### src/rtl/synth_band_pkg.sv
// ---------------------------------------------------------------------------
// synth_band_pkg
// Shared definitions for the voice band tracker:
//   - default configuration and the note/band/voice widths derived from it
//   - FSM state encoding used by the tracker top level
//   - saturating add used to apply a signed transpose to a MIDI note
// No ports (package).
// ---------------------------------------------------------------------------
package synth_band_pkg;

    localparam int DEF_NUM_VOICES     = 8;
    localparam int DEF_NUM_BANDS      = 22;
    localparam int DEF_MIDI_NOTES     = 128;
    localparam int DEF_NOTES_PER_BAND = 6;
    localparam int DEF_TRANSPOSE_W    = 8;

    localparam int DEF_NOTE_W  = $clog2(DEF_MIDI_NOTES);
    localparam int DEF_BAND_W  = $clog2(DEF_NUM_BANDS);
    localparam int DEF_VOICE_W = $clog2(DEF_NUM_VOICES);

    typedef enum logic [1:0] {
        IDLE = 2'd0,
        DIV  = 2'd1,
        DONE = 2'd2
    } band_state_e;

    // Adds a transpose to a note and clamps the result to [0, hi].
    // Operands arrive already sign/zero-extended by the caller, so the
    // sum cannot wrap.
    function automatic int signed sat_add(input int signed note,
                                          input int signed transpose,
                                          input int signed hi);
        int signed sum;
        sum = note + transpose;
        if (sum < 0) begin
            return 0;
        end
        if (sum > hi) begin
            return hi;
        end
        return sum;
    endfunction

endpackage

### src/rtl/band_divider.sv
// ---------------------------------------------------------------------------
// band_divider
// Iterative subtract-and-clamp unit: q = min(eff / NOTES_PER_BAND,
// NUM_BANDS-1), one subtraction per clock, so no divider is inferred.
//
// Ports:
//   clk    in   system clock
//   rst_n  in   asynchronous active-low reset
//   clr    in   synchronous abort; drops any division in progress
//   start  in   load eff as the new dividend (rem = eff, q = 0)
//   eff    in   saturated effective note
//   done   out  high in the cycle the quotient is final (no further step)
//   q      out  current / final quotient
// ---------------------------------------------------------------------------
module band_divider
    import synth_band_pkg::*;
#(
    parameter int NUM_BANDS      = DEF_NUM_BANDS,
    parameter int NOTES_PER_BAND = DEF_NOTES_PER_BAND,
    parameter int NOTE_W         = DEF_NOTE_W,
    parameter int BAND_W         = DEF_BAND_W
) (
    input  logic              clk,
    input  logic              rst_n,
    input  logic              clr,
    input  logic              start,
    input  logic [NOTE_W-1:0] eff,
    output logic              done,
    output logic [BAND_W-1:0] q
);

    logic              busy_q, busy_d;
    logic [NOTE_W-1:0] rem_q, rem_d;
    logic [BAND_W-1:0] q_q, q_d;
    logic              step;

    // Another subtraction is due while a full band remains and the
    // quotient has not yet reached the top band.
    assign step = (32'(rem_q) >= NOTES_PER_BAND) && (32'(q_q) < NUM_BANDS - 1);

    // The cycle with no step left is the one that reports completion.
    assign done = busy_q && !step;
    assign q    = q_q;

    always_comb begin
        busy_d = busy_q;
        rem_d  = rem_q;
        q_d    = q_q;
        if (clr) begin
            busy_d = 1'b0;
            rem_d  = '0;
            q_d    = '0;
        end else if (start) begin
            busy_d = 1'b1;
            rem_d  = eff;
            q_d    = '0;
        end else if (busy_q) begin
            if (step) begin
                rem_d = rem_q - NOTE_W'(NOTES_PER_BAND);
                q_d   = q_q + 1'b1;
            end else begin
                busy_d = 1'b0;
            end
        end
    end

    always_ff @(posedge clk or negedge rst_n) begin
        if (!rst_n) begin
            busy_q <= 1'b0;
            rem_q  <= '0;
            q_q    <= '0;
        end else begin
            busy_q <= busy_d;
            rem_q  <= rem_d;
            q_q    <= q_d;
        end
    end

endmodule

### src/rtl/voice_band_tracker.sv
// ---------------------------------------------------------------------------
// voice_band_tracker
// Accepts note events per voice, applies a signed transpose with saturation,
// maps the effective note to a band through band_divider and keeps a
// per-voice band table that the oscillator banks read combinationally.
//
// Ports:
//   clk            in   system clock
//   rst_n          in   asynchronous active-low reset
//   clr            in   synchronous clear: table to 0, abort request
//   req_valid      in   note event valid
//   req_ready      out  high only in IDLE with clr low
//   req_voice      in   target voice
//   req_note       in   MIDI note
//   req_transpose  in   signed semitone offset
//   rsp_valid      out  one-cycle completion pulse
//   rsp_voice      out  voice of the completed request (held)
//   rsp_band       out  computed band (held)
//   rsp_changed    out  band differs from the previous table entry (held)
//   rd_voice       in   table read address
//   rd_band        out  table[rd_voice], combinational
// ---------------------------------------------------------------------------
module voice_band_tracker
    import synth_band_pkg::*;
#(
    parameter int NUM_VOICES     = DEF_NUM_VOICES,
    parameter int NUM_BANDS      = DEF_NUM_BANDS,
    parameter int MIDI_NOTES     = DEF_MIDI_NOTES,
    parameter int NOTES_PER_BAND = DEF_NOTES_PER_BAND,
    parameter int TRANSPOSE_W    = DEF_TRANSPOSE_W,
    localparam int NOTE_W  = $clog2(MIDI_NOTES),
    localparam int BAND_W  = $clog2(NUM_BANDS),
    localparam int VOICE_W = (NUM_VOICES > 1) ? $clog2(NUM_VOICES) : 1
) (
    input  logic                   clk,
    input  logic                   rst_n,
    input  logic                   clr,
    input  logic                   req_valid,
    output logic                   req_ready,
    input  logic [VOICE_W-1:0]     req_voice,
    input  logic [NOTE_W-1:0]      req_note,
    input  logic [TRANSPOSE_W-1:0] req_transpose,
    output logic                   rsp_valid,
    output logic [VOICE_W-1:0]     rsp_voice,
    output logic [BAND_W-1:0]      rsp_band,
    output logic                   rsp_changed,
    input  logic [VOICE_W-1:0]     rd_voice,
    output logic [BAND_W-1:0]      rd_band
);

    // One bit wider than the wider of (note + sign bit) and transpose, so the
    // signed sum of the two never overflows before saturation.
    localparam int SUM_W = ((NOTE_W + 1 > TRANSPOSE_W) ? NOTE_W + 1 : TRANSPOSE_W) + 1;

    band_state_e        state_q, state_d;
    logic [VOICE_W-1:0] voice_q, voice_d;
    logic               rsp_valid_q, rsp_valid_d;
    logic [VOICE_W-1:0] rsp_voice_q, rsp_voice_d;
    logic [BAND_W-1:0]  rsp_band_q, rsp_band_d;
    logic               rsp_changed_q, rsp_changed_d;
    logic [BAND_W-1:0]  band_tab_q [NUM_VOICES];
    logic [BAND_W-1:0]  band_tab_d [NUM_VOICES];

    logic signed [TRANSPOSE_W-1:0] xpose_s;
    logic signed [SUM_W-1:0]       note_ext;
    logic signed [SUM_W-1:0]       xpose_ext;
    logic [NOTE_W-1:0]             eff;
    logic                          div_start;
    logic                          div_done;
    logic [BAND_W-1:0]             div_q;
    logic [BAND_W-1:0]             old_band;

    // Effective note: zero-extend the note, sign-extend the transpose, clamp.
    assign xpose_s   = req_transpose;
    assign note_ext  = SUM_W'(req_note);
    assign xpose_ext = SUM_W'(xpose_s);
    assign eff       = NOTE_W'(sat_add(int'(note_ext), int'(xpose_ext), MIDI_NOTES - 1));

    assign req_ready = (state_q == IDLE) && !clr;
    assign div_start = req_valid && req_ready;

    // The pulse is registered on entry to DONE; a clr landing in that same
    // cycle must still swallow it.
    assign rsp_valid   = rsp_valid_q && !clr;
    assign rsp_voice   = rsp_voice_q;
    assign rsp_band    = rsp_band_q;
    assign rsp_changed = rsp_changed_q;

    band_divider #(
        .NUM_BANDS      (NUM_BANDS),
        .NOTES_PER_BAND (NOTES_PER_BAND),
        .NOTE_W         (NOTE_W),
        .BAND_W         (BAND_W)
    ) u_band_divider (
        .clk   (clk),
        .rst_n (rst_n),
        .clr   (clr),
        .start (div_start),
        .eff   (eff),
        .done  (div_done),
        .q     (div_q)
    );

    // Table reads by address match: an out-of-range voice (non power-of-two
    // NUM_VOICES) matches no entry and reads as 0.
    always_comb begin
        rd_band  = '0;
        old_band = '0;
        for (int i = 0; i < NUM_VOICES; i++) begin
            if (VOICE_W'(i) == rd_voice) begin
                rd_band = band_tab_q[i];
            end
            if (VOICE_W'(i) == voice_q) begin
                old_band = band_tab_q[i];
            end
        end
    end

    always_comb begin
        state_d       = state_q;
        voice_d       = voice_q;
        rsp_valid_d   = 1'b0;
        rsp_voice_d   = rsp_voice_q;
        rsp_band_d    = rsp_band_q;
        rsp_changed_d = rsp_changed_q;
        band_tab_d    = band_tab_q;

        if (clr) begin
            state_d = IDLE;
            for (int i = 0; i < NUM_VOICES; i++) begin
                band_tab_d[i] = '0;
            end
        end else begin
            case (state_q)
                IDLE: begin
                    if (req_valid) begin
                        voice_d = req_voice;
                        state_d = DIV;
                    end
                end
                DIV: begin
                    // Response fields are captured here so they are already
                    // stable during the DONE cycle.
                    if (div_done) begin
                        state_d       = DONE;
                        rsp_valid_d   = 1'b1;
                        rsp_voice_d   = voice_q;
                        rsp_band_d    = div_q;
                        rsp_changed_d = (div_q != old_band);
                    end
                end
                DONE: begin
                    state_d = IDLE;
                    for (int i = 0; i < NUM_VOICES; i++) begin
                        if (VOICE_W'(i) == voice_q) begin
                            band_tab_d[i] = rsp_band_q;
                        end
                    end
                end
                default: begin
                    state_d = IDLE;
                end
            endcase
        end
    end

    always_ff @(posedge clk or negedge rst_n) begin
        if (!rst_n) begin
            state_q       <= IDLE;
            voice_q       <= '0;
            rsp_valid_q   <= 1'b0;
            rsp_voice_q   <= '0;
            rsp_band_q    <= '0;
            rsp_changed_q <= 1'b0;
            for (int i = 0; i < NUM_VOICES; i++) begin
                band_tab_q[i] <= '0;
            end
        end else begin
            state_q       <= state_d;
            voice_q       <= voice_d;
            rsp_valid_q   <= rsp_valid_d;
            rsp_voice_q   <= rsp_voice_d;
            rsp_band_q    <= rsp_band_d;
            rsp_changed_q <= rsp_changed_d;
            for (int i = 0; i < NUM_VOICES; i++) begin
                band_tab_q[i] <= band_tab_d[i];
            end
        end
    end

endmodule

### config.mk
export PLATFORM = sky130hd
export DESIGN_NAME = voice_band_tracker
export DESIGN_NICKNAME = d
export VERILOG_FILES = /design/src/rtl/synth_band_pkg.sv /design/src/rtl/band_divider.sv /design/src/rtl/voice_band_tracker.sv
export SDC_FILE = /design/constraint.sdc
export NUM_CORES = 1
export LEC_CHECK = 0
export CAP_MARGIN = 20
export CORE_ASPECT_RATIO = 0.6
export CORE_UTILIZATION = 25
export DETAILED_ROUTE_END_ITERATION = 10
export GPL_ROUTABILITY_DRIVEN = 0
export HOLD_SLACK_MARGIN = 0.02
export PLACE_DENSITY = 0.43
export RECOVER_POWER = 50
export SETUP_SLACK_MARGIN = 0.1
export SYNTH_ARGS = -nofsm -noshare
export SYNTH_HDL_FRONTEND = slang
export SYNTH_HIERARCHICAL = 1
export SYNTH_SLANG_ARGS = --single-unit
### constraint.sdc
create_clock -name clk -period 2.7 [get_ports clk]
set_input_delay 0.675 -clock clk [delete_from_list [all_inputs] [get_ports clk]]
set_output_delay 0.675 -clock clk [all_outputs]
set_load 0.01 [all_outputs]
# Yosys cells after proc, flatten, opt, wreduce, memory -nomap -nowiden
# Cells that the tools add are included.
dict set report totals {
  regBits 68
  input_bits 25
  out_inout_bits 16
  wordCells 128
}
dict set report op_classes {
  add_sub_neg 3
  order_cmp 4
  n_eq_ne 19
  mux 51
  n_bitwise 1
  reduce_logical 33
}
# op n
set ops {}
lappend ops {{two-way mux 5 bit} 28}
lappend ops {{two-way mux 40 bit} 2}
lappend ops {{two-way mux 7 bit} 7}
lappend ops {{== test 3 bit (first input constant)} 8}
lappend ops {{AND reduction 2 bit} 10}
lappend ops {{nonzero test 2 bit} 9}
lappend ops {{== test 2 x 3 -> 1 bit (first input constant)} 4}
lappend ops {{two-way mux 1 bit} 10}
lappend ops {{adder 8 x 8 -> 9 bit} 1}
lappend ops {{> comparator 9 x 8 -> 1 bit (second input constant)} 1}
lappend ops {{less-than comparator 9 x 1 -> 1 bit (second input constant)} 1}
lappend ops {{>= comparator 7 x 3 -> 1 bit (second input constant)} 1}
lappend ops {{subtractor 7 x 3 -> 7 bit (second input constant)} 1}
lappend ops {{== test 1 x 3 -> 1 bit (first input constant)} 2}
lappend ops {{zero test 3 bit} 2}
lappend ops {{two-way mux 2 bit} 3}
lappend ops {{inequality test 3 bit (second input constant)} 2}
lappend ops {{AND reduction 3 bit} 2}
lappend ops {{nonzero test 3 bit} 2}
lappend ops {{adder 5 x 1 -> 5 bit (second input constant)} 1}
lappend ops {{logical AND 1 bit} 5}
lappend ops {{less-than comparator 5 bit (second input constant)} 1}
lappend ops {{inequality test 5 bit} 1}
lappend ops {{case mux 2 bit (2 select lines)} 1}
lappend ops {{other kinds (5)} 6}

# Depth between registers and ports, before layout
# Gate-level depths: netlist of run 1.
dict set report logic_depth {
  word_depth 10
  ltp_mapped 12
  depth_no_buf 12
}

# Modules after synthesis
# Netlist of run 1, hierarchy kept.
# mod n_inst cells_per_inst area_per_inst_um2 seq_area_each_um2
set by_module_without_submodules {}
lappend by_module_without_submodules {voice_band_tracker 1 331 3219.3 1376.3}
lappend by_module_without_submodules {band_divider 1 83 763.2 325.3}

# Worst setup path after synthesis of run 1
# No wires, ideal clock.
dict set report synth_path {
  kind {input to register}
  from {input req_note[0]}
  to {register u_band_divider.rem_q[6]}
  setup_time_ns 0.099
  arrival_ns 2.610
  required_ns 2.601
  setup_slack_ns -0.010
  cell_stages 11
  path_buffers 0
  path_cell_list {ha_1 > inv_1 > fa_1 > nor2b_1 > o21ai_0 > a21boi_0 > o21a_1 > mux2_2 > o32ai_1 > nor2_1 > a311oi_1}
}
dict set report synth_via {
  elab_chain_cells 8
  word_cells_on_any_way 11
  cone_classes {add/sub: 1; order compare: 2; mux: 8}
}
# element line
set synth_lines {}
lappend synth_lines {{from (decl)} voice_band_tracker.sv:41} ;# input logic [NOTE_W-1:0] req_note,
lappend synth_lines {{adder 8 x 8 -> 9 bit *} synth_band_pkg.sv:34} ;# sum = note + transpose;
lappend synth_lines {{> comparator 9 x 8 -> 1 bit} synth_band_pkg.sv:38} ;# if (sum > hi) begin
lappend synth_lines {{two-way mux 1 bit (2 in a row)} synth_band_pkg.sv:38}
lappend synth_lines {{two-way mux 7 bit} synth_band_pkg.sv:41} ;# return sum;
lappend synth_lines {{two-way mux 7 bit *} synth_band_pkg.sv:38}
lappend synth_lines {{via eff[6]} voice_band_tracker.sv:67} ;# logic [NOTE_W-1:0] eff;
lappend synth_lines {{two-way mux 7 bit *} band_divider.sv:53} ;# end else if (start) begin
lappend synth_lines {{two-way mux 7 bit *} band_divider.sv:49} ;# if (clr) begin
lappend synth_lines {{to (signal assigned)} band_divider.sv:74} ;# rem_q <= rem_d;
lappend synth_lines {{to (decl)} band_divider.sv:33} ;# logic [NOTE_W-1:0] rem_q, rem_d;
# Mark *: on every way through the listed nets, which the timed path passes. The rest lies on a longest branch. The select of a mux whose other input is x is not followed.
# A chain may end at the register's enable or synchronous reset.

# Worst setup path after layout of run 1
dict set report layout_path {
  from {input rd_voice[0]}
  to {output rd_band[3]}
}
dict set report layout_via {
  elab_chain_cells 9
  word_cells_on_any_way 16
  cone_classes {eq/ne: 7; mux: 8; reduce/logical: 1}
}
# element line
set layout_lines {}
lappend layout_lines {{from (decl)} voice_band_tracker.sv:47} ;# input logic [VOICE_W-1:0] rd_voice,
lappend layout_lines {{zero test 3 bit} voice_band_tracker.sv:110} ;# if (VOICE_W'(i) == rd_voice) begin
lappend layout_lines {{two-way mux 5 bit (7 in a row)} voice_band_tracker.sv:110}
lappend layout_lines {{two-way mux 5 bit *} voice_band_tracker.sv:110}
lappend layout_lines {{to (decl)} voice_band_tracker.sv:48} ;# output logic [BAND_W-1:0] rd_band
# Every way passes the cells marked *; elsewhere a longest branch is shown, timed or not.

==> results.txt, run 1 <==
Multi-input gate area: 2230 um2
Post-synthesis sequential area ratio: 0.427
CP arrival: 1880 ps
Final Skew: 7.83 ps
Slew Limit Fails: 69
Area growth from synthesis to layout: 34.0%
Yosys Warn Count: 6
CTS buffer count: 9
Clk_lat worst skew: 340 ps
Layout Utilization: 0.345
Crit-path max FO: 4
Syn_nets: 449
Die W: 165 um
Yosys cell types: 55
Max cap viols: 1
Initial antenna violation count: 0
DP HPWL: 8810 um
Worst Max-Slew Pin Slew: 1710 ps
Post-DRT Antenna Nets: 0
Lkg Pwr: 2.31 nW
Grt total ovfl: 0
Synth Area per Inst: 9.62 um2
Dpl cell area: 4850 um2
Mapped Cells: 414
Crit share post-route: 0.948
Vias per cell: 4.92
Worst path max stage delay: 430 ps
Crit path required time: 2030 ps
WL/cell: 17.0 um
Layout Nets: 530
Worst setup path class: in2out
Most frequent cells after synthesis: dfrtp_1, o21ai_0, nand2_1
Die area: 16500 um2
EDFF count, synth: 0
Worst path slowest cell: mux4_2
GRT Total Usage: 0.158
Height of the die: 99.8 um
Drt first-iter violations: 260
Largest net degree at the start of global routing: 69
CTS Buffer Depth: 2
Vias in the first global route: 3336
Worst VDD drop: 0.232 mV
Via count: 3458
Synth top area share: 0.427
Synthesized area: 3980 um2
Tmin final: 2560 ps
Final Hold Viols: 0
Fillers: 1560
Seq cells post-synth: 68
PortBufs: 40
I/O pin count: 41
Initial Utilization: 0.258
Primary FF master, synth: dfrtp_1
Fmax: 391 MHz
Number of H-tree levels: 3
Status: finished, violations left
Num rows: 35
Pre-Repair DR Iteration Count: 4
Clock Pin Slew Worst Setup and Hold Paths: 60 ps
First-pass GRT wire length: 19200 um
Post-route cell area: 5340 um2
Root Driver: clkbuf_16
Worst rel slew slack: -0.140
Final setup fails: 0
Failing checks: max-capacitance violations, max-slew violations
Ys async rst share: 1.00
Area leader, netlist: dfrtp_1
DRC: 0
Buf/Inv on CP: 2
Most frequent cell after synthesis: dfrtp_1
CP startpoint kind: primary input
Pwr Density: 580 nW/um2
CTS tree: built
# hold bufs at CTS: 0
Tightest Hold Check Type: reg2reg
Crit-path cells: clkdlybuf4s15_2 > a21o_1 > mux4_2 > mux2_2 > buf_2
Crit path capture type: output port
WL final: 12000 um
Critical path's top delay family: multiplexers
Share of layout cells above drive strength 1: 0.250
Core area: 15500 um2
Storage cell area: 1700 um2
Synth area leaders: dfrtp_1, o21ai_0, nand2_1
Diodes inserted: 0
RSZ-0062 raised after global routing: true
Sinks on Clock Net: 68
## cell families after synthesis
group                      Yosys count  synth area share
buffers and inverters               37            0.0396
xor gates and xnor gates            10            0.0220
and+or+nand+nor                    120             0.146
muxes                               35             0.122
AOI/OAI and AO/OA                  134             0.209
adders and majority gates           10            0.0333
DFF                                 68             0.427
## worst register-to-register path, delay by kind of cell, from the launching register on
family	cells	cell delay (ps)
multiplexers	2	830
XOR/XNOR	1	110
AND/OR/NAND/NOR	1	540
flip-flops	1	480
AO/OA/AOI/OAI	2	340
## registers in the layout, indices dropped and copies added (netlist names)
| signal | flops |
|---|---|
| state_q | 2 |
| rsp_valid_q | 1 |
| band_tab_q | 40 |
| u_band_divider/busy_q | 1 |
| u_band_divider/q | 5 |
| u_band_divider/rem_q | 7 |
| voice_q | 3 |
| rsp_band | 5 |
| rsp_voice | 3 |
| rsp_changed | 1 |
## through the flow
step	hold WS (ps)	setup slack, ps	TNS, ps	instances	power, W
4_1_cts	356	43.3	0	702	0.00311
6_report	516	141	0	703	0.00309
3_3_place_gp	494	-569	-5950	673	0.00177
5_1_grt	536	12.1	0	703	0.00325
2_1_floorplan	379	105	0	414	0.00151
3_5_place_dp	504	-649	-6660	673	0.00178
## cell usage in the layout (no fill, tap or decap), drive strengths merged, types with 3 or more instances in the layout
| cell | instances |
|---|---|
| a21oi | 22 |
| a22o | 8 |
| a22oi | 6 |
| a311oi | 4 |
| a31oi | 7 |
| buf | 54 |
| clkbuf | 15 |
| clkdlybuf4s50 | 21 |
| clkinv | 4 |
| dfrtp | 68 |
| dlygate4sd2 | 3 |
| dlymetal6s2s | 3 |
| ha | 9 |
| inv | 16 |
| mux2 | 13 |
| mux2i | 13 |
| mux4 | 9 |
| nand2 | 51 |
| nand2b | 7 |
| nor2 | 21 |
| nor2b | 8 |
| nor3 | 8 |
| o21a | 5 |
| o21ai | 58 |
| o221ai | 4 |
| o31ai | 5 |
| or3 | 3 |
| or4 | 6 |
| xnor2 | 7 |
| xor2 | 3 |
## final timing paths
| path | cells after the start | slack [ps] | endpoint | startpoint |
|---|---|---|---|---|
| min in group asynchronous | 2 | 840 | rsp_voice[2]$_DFFE_PN0P_ | rst_n |
| worst min register to register | 1 | 520 | rsp_voice[2]$_DFFE_PN0P_ | rsp_voice[2]$_DFFE_PN0P_ |
| worst max-delay path | 5 | 140 | rd_band[3] | rd_voice[0] |
| worst max register to register | 6 | 280 | rsp_changed$_DFFE_PN0P_ | voice_q[0]$_DFFE_PN0P_ |
| max in group asynchronous | 2 | 680 | voice_q[1]$_DFFE_PN0P_ | rst_n |
| worst min-delay path | 1 | 520 | rsp_voice[2]$_DFFE_PN0P_ | rsp_voice[2]$_DFFE_PN0P_ |
## per-layer routing
metal | part of all wire | wire length, um | GRT usage | up-vias
li1 | - | - | - | 1683
met1 | 0.55 | 6550 | 0.264 | 1705
met2 | 0.39 | 4660 | 0.199 | 56
met3 | 0.052 | 628 | 0.0296 | 14
met4 | 0.011 | 127 | 0.0402 | 0
met5 | 0 | 0 | 0 | -
## where the power goes
group,internal (W),switching (W)
sequential,0.00107,0.0000733
clock,0.000812,0.000469
combinational,0.000328,0.000340
total,0.00221,0.000882
## layout make-up
type,instances,area share
multi-input combinational,309,0.418
sequential,68,0.319
timing repair buffer,91,0.143
tap,203,0.0476
clock buffer,9,0.0422
clock inverter,7,0.0185
inverter,16,0.0113
## timing repair
item / 4_1_cts / 5_1_grt
endpoints found under the setup margin: 14 / 14
pin swaps: 13 / 13
resized for setup: 44 / 24
buffers inserted: 13 / 1
Note: power is estimated with default switching activity, not from simulation.
==> run 2, diff against run 1 <==
--- a/config.mk
+++ b/config.mk
@@ -11,7 +11,7 @@
 export DETAILED_ROUTE_END_ITERATION = 10
 export GPL_ROUTABILITY_DRIVEN = 0
 export HOLD_SLACK_MARGIN = 0.02
-export PLACE_DENSITY = 0.43
+export PLACE_DENSITY = 0.52
 export RECOVER_POWER = 50
 export SETUP_SLACK_MARGIN = 0.1
 export SYNTH_ARGS = -nofsm -noshare
==> results.txt, run 2 (synthesis results as in run 1) <==
Diodes inserted: 0
Tightest Hold Check Type: in2async
Post-Place Cells: 673
Initial antenna violation count: 0
Worst path slowest cell: clkdlybuf4s50_1
Commonest non-fill, non-tap cell in the layout: dfrtp_1
Reg2reg end: rsp_changed$_DFFE_PN0P_
Die area: 16500 um2
Slew Limit Fails: 0
Vias in the first global route: 3380
Core area: 15500 um2
RSZ-0062 raised after global routing: true
Worst VDD drop: 0.326 mV
# hold bufs at CTS: 0
Min Hold Slack: 284 ps
GRT Total Usage: 0.147
WL final: 11300 um
Height of the die: 99.8 um
Post-Layout Cell Count: 696
Largest regs: band_tab_q (40), u_band_divider/rem_q (7)
Fmax: 379 MHz
Clock Pin Slew Worst Setup and Hold Paths: 60 ps
Final setup fails: 0
Most frequent cells in the layout: dfrtp_1, o21ai_0, nand2_1, buf_4
Worst rel slew slack: 0.00451
R2R setup slack: 200 ps
Sinks on Clock Net: 68
Crit share post-route: 0.978
CTS Buffer Depth: 2
CP arrival: 2840 ps
Post-route cell area: 5210 um2
Final TNS setup: 0 ps
Largest Register: band_tab_q
Failing checks: max-capacitance violations
Share of layout cells above drive strength 1: 0.223
DP HPWL: 8590 um
Crit path required time: 2900 ps
DRC: 0
CP startpoint kind: primary input
Dpl cell area: 4830 um2
Pre-Repair DR Iteration Count: 5
Lkg Pwr: 2.25 nW
CTS tree: built
Final Hold Viols: 0
WL/cell: 16.2 um
Most frequent CP cell: buf_4
Largest net degree at the start of global routing: 60
Die W: 165 um
Worst setup path class: in2reg
Layout Nets: 523
Crit-path cells: clkdlybuf4s50_1 > ha_4 > buf_6 > a21boi_2 > buf_4 > buf_4 > buf_4 > o311a_1 > a21boi_1 > o32ai_2 > nor2_1 > a311oi_1
Worst path max stage delay: 530 ps
Status: finished, violations left
Final Skew: 7.87 ps
Via count: 3519
R2r startpoint: voice_q[0]$_DFFE_PN0P_
Drt first-iter violations: 240
Max cap viols: 1
Largest register FFs: 40
Crit-path max FO: 2
Fillers: 1560
I/O pin count: 41
Pwr Density: 569 nW/um2
CTS buffer count: 9
Area growth from synthesis to layout: 30.9%
Worst Max-Slew Pin Slew: 1490 ps
Storage cell area: 1700 um2
Initial Utilization: 0.258
PortBufs: 40
Tmin final: 2640 ps
First-pass GRT wire length: 18400 um
Root Driver: clkbuf_16
Number of H-tree levels: 3
Grt total ovfl: 0
Num rows: 35
Clk_lat worst skew: 330 ps
Multi-input gate area: 2220 um2
Vias per cell: 5.06
Post-DRT Antenna Nets: 0
Crit path capture type: register
Reg2reg path depth: 6
## run 2: changes by cell type in the layout (fill, tap and decap cells not counted), sizes merged
cell | before | now
bufinv | 2 | 1
clkdlybuf4s15 | 2 | 0
buf | 54 | 48
clkbuf | 15 | 16
dlygate4sd3 | 2 | 1
dlygate4sd2 | 3 | 6
clkinvlp | 1 | 2
clkdlybuf4s50 | 21 | 20
dlymetal6s2s | 3 | 2
## run 2: repair_timing
item,CTS,global route
cloned,0,0
gates resized for setup,51,17
endpoints found under the setup margin,13,13
pin swaps,16,8
hold endpoints to repair,0,0
buffers inserted,5,1
## run 2: how the worst max path moves through the flow
stage                startpoint                             endpoint  slack (ps)  cells after the start
2_1_floorplan       req_note[0]  u_band_divider/rem_q[6]$_DFFE_PN0P_         110                     11
3_3_place_gp        rd_voice[2]                           rd_band[1]        -590                      8
3_5_place_dp        rd_voice[2]                           rd_band[2]        -640                      8
4_1_cts             rd_voice[2]                           rd_band[2]          30                      8
5_1_grt        req_transpose[4]  u_band_divider/rem_q[6]$_DFFE_PN0P_           7                     12
6_report       req_transpose[4]  u_band_divider/rem_q[6]$_DFFE_PN0P_          60                     12
## run 2: power by group
| part | total [W] | switching (W) | internal, W |
|---|---|---|---|
| registers | 0.00115 | 0.0000835 | 0.00107 |
| logic | 0.000631 | 0.000314 | 0.000318 |
| clock network | 0.00118 | 0.000463 | 0.000719 |
## run 2: area by class of cell
cell class / instances / area share
Multi-Input combinational cell: 309 / 0.425
Inverter: 16 / 0.0115
Clock inverter: 7 / 0.0146
Tap cell: 203 / 0.0487
Sequential cell: 68 / 0.326
Clock buffer: 9 / 0.0432
Timing Repair Buffer: 84 / 0.130
## run 2: per-stage QoR
stage | util | setup slack [ps] | power, W
2_1_floorplan | - | 105 | 0.00151
4_1_cts | 0.337 | 29.0 | 0.00299
3_3_place_gp | 0.312 | -588 | 0.00177
3_5_place_dp | 0.313 | -642 | 0.00177
5_1_grt | 0.337 | 7.04 | 0.00310
6_report | 0.337 | 60.2 | 0.00297
## run 2: routing by layer
layer / up-vias / global-route usage / wire (um)
met3: 14 / 0.0400 / 724
li1: 1673 / - / -
met1: 1728 / 0.229 / 5980
met5: - / 0 / 0
met4: 0 / 0.0367 / 126
met2: 104 / 0.194 / 4480
## run 2: worst max-delay path, delay by kind of cell
kind                     cells  cell delay, ps
AND/OR/NAND/NOR              1              90
AO/OA/AOI/OAI                5             820
adder cells (fa/ha/maj)      1             230
buffers and inverters        5            1010
==> run 3, diff against run 2 <==
--- a/config.mk
+++ b/config.mk
@@ -9,9 +9,10 @@
 export CORE_ASPECT_RATIO = 0.6
 export CORE_UTILIZATION = 25
 export DETAILED_ROUTE_END_ITERATION = 10
+export DONT_BUFFER_PORTS = 1
 export GPL_ROUTABILITY_DRIVEN = 0
 export HOLD_SLACK_MARGIN = 0.02
-export PLACE_DENSITY = 0.52
+export PLACE_DENSITY = 0.48
 export RECOVER_POWER = 50
 export SETUP_SLACK_MARGIN = 0.1
 export SYNTH_ARGS = -nofsm -noshare
==> results.txt, run 3 (synthesis results as in run 1) <==
Most frequent cells in the layout: dfrtp_1, o21ai_0, nand2_1, a21oi_1, nor2_1
GR Util met1: 0.234
Largest net degree at the start of global routing: 56
I/O pin count: 41
Root Driver: clkbuf_16
Status: completed
Crit-path max FO: 9
Worst rel slew slack: 0.0379
Worst Max-Slew Pin Slew: 1440 ps
Combinational Power Share: 0.167
Final setup fails: 0
Fmax: 411 MHz
Largest regs: band_tab_q (40), u_band_divider/rem_q (7)
Area growth from synthesis to layout: 16.1%
Max cap viols: 0
Die area: 16500 um2
WL final: 11100 um
Clock Power Share: 0.429
Crit path required time: 2920 ps
CTS buffer count: 9
Clk_lat worst skew: 340 ps
Height of the die: 99.8 um
Slew Limit Fails: 0
Postcts setup bufs: 0
Internal: 0.00207 W
Crit share post-route: 0.902
First-pass GRT wire length: 18300 um
Layout Nets: 460
Final Hold Viols: 0
Drt first-iter violations: 239
Die W: 165 um
Final TNS setup: 0 ps
Core area: 15500 um2
Pwr Density: 620 nW/um2
Pre-Repair DR Iteration Count: 7
Largest Register: band_tab_q
Number of H-tree levels: 3
RSZ-0062 raised after global routing: true
Reg2reg path depth: 6
P_sw: 0.000799 W
Tmin final: 2430 ps
Sequential Power Share: 0.403
Num rows: 35
Largest register FFs: 40
Diodes inserted: 0
Final Skew: 8.66 ps
Worst setup path class: reg2reg
WL/cell: 17.6 um
Tightest Hold Check Type: in2reg
Initial antenna violation count: 0
DRC: 0
Switching part of the total: 0.279
Post-Layout Cell Count: 632
CTS Buffer Depth: 2
CP startpoint kind: register
Worst VDD drop: 0.255 mV
Initial Utilization: 0.258
WHS Path Cells: 1
CP arrival: 2650 ps
M2 GR Usage: 0.192
Met3 usage: 0.0438
Via count: 3237
Share of layout cells above drive strength 1: 0.149
GRT Total Usage: 0.149
Vias per cell: 5.12
Commonest non-fill, non-tap cell in the layout: dfrtp_1
Crit path capture type: register
Grt total ovfl: 0
Post-Place Cells: 615
Min Hold Slack: 400 ps
Clock Pin Slew Worst Setup and Hold Paths: 60 ps
Lkg Pwr: 1.94 nW
PortBufs: 0
Post-DRT Antenna Nets: 0
GR peak layer: met1
Vias in the first global route: 3156
CTS tree: built
DP HPWL: 8030 um
Sinks on Clock Net: 68
## run 3: worst max-delay path, stage by stage (launching register included)
cell      delay [ps]
dfrtp_1          680
mux4_2           580
mux2i_1          250
xnor2_1          130
or4_1            420
a211oi_2         160
a21oi_1           80
## run 3: final timing paths
check                                           startpoint                                  end  slack (ps)
worst max-delay path                voice_q[1]$_DFFE_PN0P_              rsp_changed$_DFFE_PN0P_         270
worst min-delay path                                   clr  u_band_divider/rem_q[4]$_DFFE_PN0P_         400
worst max register to register      voice_q[1]$_DFFE_PN0P_              rsp_changed$_DFFE_PN0P_         270
worst min register to register  band_tab_q[27]$_DFFE_PN0P_           band_tab_q[27]$_DFFE_PN0P_         500
max in group asynchronous                            rst_n               voice_q[0]$_DFFE_PN0P_        1060
min in group asynchronous                            rst_n            band_tab_q[2]$_DFFE_PN0P_         670
## run 3: layout make-up
| class | instances | area [um2] |
|---|---|---|
| fillers | 1588 | 10800 |
| multi-input cells | 309 | 2140 |
| flip-flops and latches | 68 | 1700 |
| clock buffers | 12 | 267 |
| well taps | 203 | 254 |
| repair buffers | 21 | 158 |
| inverters | 16 | 60.1 |
| clock inverters | 3 | 45.0 |
## run 3: stage by stage
step	utilization	total power [W]	worst slack (ps)	cell area, um2
2_1_floorplan	-	0.00151	105	3990
3_3_place_gp	0.277	0.00162	-17.1	4290
3_5_place_dp	0.278	0.00163	-96.5	4300
4_1_cts	0.301	0.00290	159	4650
5_1_grt	0.299	0.00302	84.4	4620
6_report	0.299	0.00287	265	4620
## run 3: layer usage
metal | vias up | share of wire
met5 | - | 0
met3 | 11 | 0.071
met1 | 1578 | 0.52
met2 | 105 | 0.40
li1 | 1543 | -
met4 | 0 | 0.0092
## run 3: repair_timing
action,in CTS,in global routing
resized for setup,0,1
endpoints found under the hold margin,55,0
endpoints found under the setup margin,0,2
hold buffers,2,0
## run 3: power by group through the flow
| stage | logic (W) | registers (W) | clock network (W) |
|---|---|---|---|
| after detailed placement | 0.000457 | 0.00117 | 0 |
| after global placement | 0.000449 | 0.00117 | 0 |
| after CTS | 0.000488 | 0.00115 | 0.00126 |
| after floorplan | 0.000378 | 0.00113 | 0 |
| final | 0.000480 | 0.00116 | 0.00123 |
| after global routing | 0.000539 | 0.00117 | 0.00131 |
